[src/rtl/tick_sched_ctrl.sv]
// tick_sched_ctrl: runtime-programmable tick generator that drives the clock-division datapath.
//
// Takes a divisor and tick-count target over a valid/ready handshake, then runs a single cycle
// counter under start/pause/resume/stop commands.
//
// Ports
//   clk_in     system clock
//   rst_n      asynchronous active-low reset
//   cfg_valid  configuration offer
//   cfg_ready  configuration accepted when high together with cfg_valid (high in IDLE only)
//   cfg_div    clk_in cycles per tick (values below 2 clamp to 2)
//   cfg_ticks  ticks to emit before done; 0 selects free-running
//   start      begin a run (honoured in IDLE only)
//   pause      freeze the run
//   resume     continue a paused run
//   stop       abort to IDLE
//   tick       one-cycle clock-enable pulse
//   sq_out     square wave that toggles on every tick
//   tick_cnt   ticks emitted in the current run
//   done       one-cycle pulse, the cycle after the final tick
//   busy       high in RUN or PAUSE
module tick_sched_ctrl #(
    parameter int unsigned CNT_W       = 26,
    parameter int unsigned TICKS_W     = 16,
    parameter int unsigned DEFAULT_DIV = 50000000
) (
    input  logic               clk_in,
    input  logic               rst_n,
    input  logic               cfg_valid,
    output logic               cfg_ready,
    input  logic [CNT_W-1:0]   cfg_div,
    input  logic [TICKS_W-1:0] cfg_ticks,
    input  logic               start,
    input  logic               pause,
    input  logic               resume,
    input  logic               stop,
    output logic               tick,
    output logic               sq_out,
    output logic [TICKS_W-1:0] tick_cnt,
    output logic               done,
    output logic               busy
);

    typedef enum logic [1:0] {
        StIdle,
        StRun,
        StPause,
        StDone
    } state_e;

    state_e               state_q, state_d;
    logic [CNT_W-1:0]     div_q, div_d;
    logic [TICKS_W-1:0]   tgt_q, tgt_d;
    logic [CNT_W-1:0]     count_q, count_d;
    logic                 tick_q, tick_d;
    logic                 sq_q, sq_d;
    logic [TICKS_W-1:0]   tick_cnt_q, tick_cnt_d;
    logic                 done_q, done_d;
    logic                 busy_q, busy_d;

    logic                 terminal;
    logic [TICKS_W-1:0]   tick_cnt_inc;

    assign cfg_ready    = (state_q == StIdle);
    assign terminal     = (count_q == div_q - CNT_W'(1));
    assign tick_cnt_inc = tick_cnt_q + TICKS_W'(1);

    always_comb begin
        state_d    = state_q;
        div_d      = div_q;
        tgt_d      = tgt_q;
        count_d    = count_q;
        tick_d     = 1'b0;
        sq_d       = sq_q;
        tick_cnt_d = tick_cnt_q;

        // Config lands in the same edge as a start, so the new values govern that run.
        if (cfg_valid && cfg_ready) begin
            div_d = (cfg_div < CNT_W'(2)) ? CNT_W'(2) : cfg_div;
            tgt_d = cfg_ticks;
        end

        unique case (state_q)
            StIdle: begin
                if (start) begin
                    state_d    = StRun;
                    count_d    = '0;
                    tick_cnt_d = '0;
                    sq_d       = 1'b0;
                end
            end
            StRun: begin
                if (stop) begin
                    state_d = StIdle;
                    count_d = '0;
                    sq_d    = 1'b0;
                end else if (pause) begin
                    // Count is held as-is so the remaining distance to the next tick survives.
                    state_d = StPause;
                end else if (terminal) begin
                    count_d    = '0;
                    tick_d     = 1'b1;
                    sq_d       = ~sq_q;
                    tick_cnt_d = tick_cnt_inc;
                    if ((tgt_q != '0) && (tick_cnt_inc == tgt_q)) begin
                        state_d = StDone;
                    end
                end else begin
                    count_d = count_q + CNT_W'(1);
                end
            end
            StPause: begin
                if (stop) begin
                    state_d = StIdle;
                    count_d = '0;
                    sq_d    = 1'b0;
                end else if (!pause && resume) begin
                    state_d = StRun;
                end
            end
            StDone: begin
                state_d = StIdle;
            end
            default: begin
                state_d = StIdle;
            end
        endcase

        // done trails the DONE state by one edge so it never coincides with the final tick.
        done_d = (state_q == StDone);
        busy_d = (state_d == StRun) || (state_d == StPause);
    end

    always_ff @(posedge clk_in or negedge rst_n) begin
        if (!rst_n) begin
            state_q    <= StIdle;
            div_q      <= CNT_W'(DEFAULT_DIV);
            tgt_q      <= '0;
            count_q    <= '0;
            tick_q     <= 1'b0;
            sq_q       <= 1'b0;
            tick_cnt_q <= '0;
            done_q     <= 1'b0;
            busy_q     <= 1'b0;
        end else begin
            state_q    <= state_d;
            div_q      <= div_d;
            tgt_q      <= tgt_d;
            count_q    <= count_d;
            tick_q     <= tick_d;
            sq_q       <= sq_d;
            tick_cnt_q <= tick_cnt_d;
            done_q     <= done_d;
            busy_q     <= busy_d;
        end
    end

    assign tick     = tick_q;
    assign sq_out   = sq_q;
    assign tick_cnt = tick_cnt_q;
    assign done     = done_q;
    assign busy     = busy_q;

endmodule

[config.mk]
export PLATFORM = sky130hd
export DESIGN_NAME = tick_sched_ctrl
export DESIGN_NICKNAME = d
export VERILOG_FILES = /design/src/rtl/tick_sched_ctrl.sv
export SDC_FILE = /design/constraint.sdc
export NUM_CORES = 1
export LEC_CHECK = 0
export CAP_MARGIN = 20
export CORE_MARGIN = 3
export CORE_UTILIZATION = 57
export CTS_CLUSTER_DIAMETER = 100
export DETAILED_ROUTE_END_ITERATION = 10
export PLACE_DENSITY = 0.91
export SLEW_MARGIN = 30
export SYNTH_ARGS = -nofsm -noshare
export SYNTH_HDL_FRONTEND = slang
export SYNTH_SLANG_ARGS = --single-unit
[constraint.sdc]
create_clock -name clk_in -period 3.2 [get_ports clk_in]
set_input_delay 0.64 -clock clk_in [delete_from_list [all_inputs] [get_ports clk_in]]
set_output_delay 0.64 -clock clk_in [all_outputs]
set_load 0.005 [all_outputs]
==> results.yml <==
synthesis:
  async_reset_ff_share_pct: 100.0
  synth_top_family_by_area: "simple AND/OR/NAND/NOR gates"
  synthXorXnorAreaFrac_pct: 11.64
  synthMuxAreaShare_pct: 8.928
  synth-simple-area-share_pct: 27.16
  synth.area.top_cells: "dfrtp_1 (34%), mux2_2 (7.9%), xnor2_1 (7.2%)"
  synth_top_cell_area_share_pct: 34.14
  synth-edff-count: 0
  synth-main-ff-cell: "dfrtp_1"
  yosys.area.top_type: "dfrtp_1"
  synth_nets: 656
  syn_avg_cell_area_um2: 9.467
  synthCells: 604
  ys_ff_latch: 90
  synth.distinct_cells: 69
  synth-compound-area-share_pct: 8.315
  yosysWarnings: 0
  synthAdderAreaFrac_pct: 0.6565
  mappedNetlistArea_mm2: 0.005718
  ys_seq_area_share_pct: 39.65
timing:
  period_share_pct: 95.11
  finalHoldViolations: 0
  finalMaxSlewViolations: 0
  setup_violations: 0
  postLayoutSetupSlackWorst_ns: 0.1564
  fin_setup_tns_ns: 0
  min_period_ns: 3.044
  relSlewSlack_pct: 46.21
  rsz0062_at_grt: "false"
  tightest_slew_ns: 0.8069
  finClkSkew_ns: 0.01473
  max_freq_ghz: 0.3286
run_status:
  outcome: "finished, final reports clean"
global_route:
  grt_pass1_wl_um: 24680
  grt_overflow: 0
  grt_usage_pct: 27.01
  grt_antenna_before_repair: 0
  grt_max_degree: 91
  grt_pass1_vias: 5113
clock_network:
  cts-root-buf: "clkbuf_8"
  h-tree-depth: 3
  path_clk_slew_ns: 0.10
  cts_made_buffers: 9
  cts_tree: "built"
  cts.sinks: 90
  clock_path_buffers: 2
  insertion_delay_ns: 0.38
final_layout:
  nNetsFinal: 733
  layout.cells.non_filler: 815
  post_route_cells_drive_above_1_share_pct: 17.49
  fillers: 641
  fin_util_pct: 72.34
  final_area_mm2: 0.006874
  diodes: 0
  areaGrowthSynthToFinish_pct: 20.22
die:
  die-area_mm2: 0.01127
  core_area_mm2: 0.009503
  start_util_pct: 60.17
  io_pins: 70
  die_h_um: 106.2
  fp.dieW_um: 106.2
  fp-row-count: 35
power_and_ir_drop:
  p_seq_share_pct: 48.3
  leakage_nw: 2.764
  clockPowerShare_pct: 23.7
  switching_power_mw: 1.142
  powerDensity_mw_per_mm2: 469.8
  switching_share_pct: 35.35
  share_comb_of_total_power_pct: 28.0
  power.internal_mw: 2.088
  ir_worst_vdd_v: 0.0003134
placed_design:
  placedInstanceArea_mm2: 0.006628
  gp_congestion: 0.9496
  io_buffer_count: 69
  dp_hpwl_um: 11070
  dp_slack_ns: -0.03327
  placed_cells: 797
critical_path:
  required_ns: 3.47
  critPathArrivalTime_ns: 3.32
  r2r_start: "tick_cnt[0]$_DFFE_PN0P_"
  worst-path-max-fanout: 7
  path_class: "reg2reg"
  worstReg2RegEnd: "busy$_DFF_PN0_"
  worstSetupStartpointType: "register"
  rrSetupSlack_ns: 0.16
  reg2regPathDepth: 10
  critPathCaptureType: "register"
  critPathCapture: "busy$_DFF_PN0_"
  crit_start: "tick_cnt[0]$_DFFE_PN0P_"
routing:
  drt-pass1-iter-count: 7
  wl_um: 15320
  detail-route-antenna-nets: 0
  drc: 0
  dr_wl_met2_um: 7434
  drt-initial-drc-count: 423
  wl_met1_um: 6163
  vias: 5233
  highest_layer: "met4"
  vias_per_cell: 6.421
  wl_met3_um: 1241
  routedWlPerCell_um: 18.80
hold_path:
  hp-class: "in2async"
flow_run:
  drv_cap: 0
[metal layers]
metal / vias up / track usage, %
met5: - / 0
met4: 0 / 10.55
met3: 64 / 4.250
met2: 331 / 45.61
met1: 2505 / 34.86
li1: 2333 / -
[cell type report]
cell class	count	area (µm²)	share of cell area, %
Multi-Input combinational cell	469	3283	47.76
Sequential cell	90	2267	32.98
Timing Repair Buffer	98	922.1	13.41
Tap cell	129	161.4	2.348
Clock buffer	9	123.9	1.802
Clock inverter	7	67.56	0.9829
Inverter	13	48.80	0.7099
[placed cells by master, fill, tap and decap left out, drive strengths merged, types with 11 or more instances in the layout]
| master | count |
|---|---|
| nor4 | 20 |
| nand3 | 48 |
| inv | 17 |
| o21ai | 13 |
| dfrtp | 78 |
| mux2 | 40 |
| dfstp | 12 |
| nor2 | 60 |
| o211ai | 12 |
| nand4 | 14 |
| clkdlybuf4s50 | 68 |
| xnor2 | 47 |
| and3 | 11 |
| xor2 | 29 |
| nand2 | 39 |
| nor3 | 21 |
| buf | 30 |
[critical path: stages, from the launching register on]
cell	delay, ns
dfrtp_1	0.51
ha_1	0.33
and4_1	0.31
and4_1	0.29
and4_1	0.31
o211a_1	0.18
nor2_1	0.04
a21boi_0	0.12
nor4bb_1	0.48
nand4_1	0.18
and2_1	0.18
[cells by family (layout without fill, tap and decap cells)]
group           count (synthesis)  count (layout)
compound gates                 68              68
xor+xnor                       76              76
fa+ha+maj                       3               3
buf+inv                        45             127
flops                          90              90
mux                            46              46
simple gates                  276             276
[state kept, by name, summed over array words and instances (netlist names), 2 cells and up]
signal    flops
count_q      26
div_q        26
state_q       2
tgt_q        16
tick_cnt     16
[power by group through the flow]
stage	Combinational, mW	Clock (mW)	Sequential, mW
after floorplan	0.644	0	1.48
after global placement	0.819	0	1.55
after detailed placement	0.864	0	1.56
after CTS	0.877	0.773	1.54
after global routing	0.979	0.817	1.58
final	0.903	0.766	1.56
[what timing repair did]
item,in CTS,in global routing
gates resized for setup,1,8
setup buffers,0,2
hold buffers,0,0
pin swaps,0,1
setup endpoints to repair,11,40
[metrics by stage]
stage	total power [mW]	hold WS (ns)
3_5_place_dp	2.429	0.5089
4_1_cts	3.192	0.3569
2_1_floorplan	2.120	0.3444
6_report	3.230	0.3163
3_3_place_gp	2.369	0.5039
5_1_grt	3.377	0.3720
[synthesized netlist by cell type, types with 2 or more instances]
cell type,instances
nand3_1,48
or3_1,6
o31ai_1,4
clkbuf_1,17
o211ai_1,11
nor3b_1,2
and3b_1,2
ha_1,3
xnor2_1,47
a21oi_1,7
nand2_1,39
a21o_1,5
and2_1,5
nand4b_1,4
nor3_2,2
nor4b_1,2
nand3b_1,4
and3_1,11
nor3_1,19
or4_1,2
o21ai_0,13
buf_1,2
and4_1,8
or3b_1,4
nor4_4,2
o22ai_1,3
nor4_1,18
dfstp_2,12
nand4_1,13
a31oi_1,9
nor2_1,59
nor2b_1,9
buf_4,2
dfrtp_1,78
inv_1,13
buf_2,7
mux2i_1,6
nand2b_1,3
a211oi_1,3
nor4bb_1,2
buf_6,3
xor2_1,29
mux2_2,40
[how the worst min path moves through the flow]
stage,startpoint,to,cells after the start
global placement,sq_out$_DFFE_PN0P_,sq_out$_DFFE_PN0P_,1
floorplan,rst_n,busy$_DFF_PN0_,0
CTS,rst_n,tgt_q[0]$_DFFE_PN0P_,1
global route,rst_n,tgt_q[11]$_DFFE_PN0P_,1
detailed placement,sq_out$_DFFE_PN0P_,sq_out$_DFFE_PN0P_,1
finish,rst_n,tgt_q[0]$_DFFE_PN0P_,1
(Power assumes the default switching activity.)
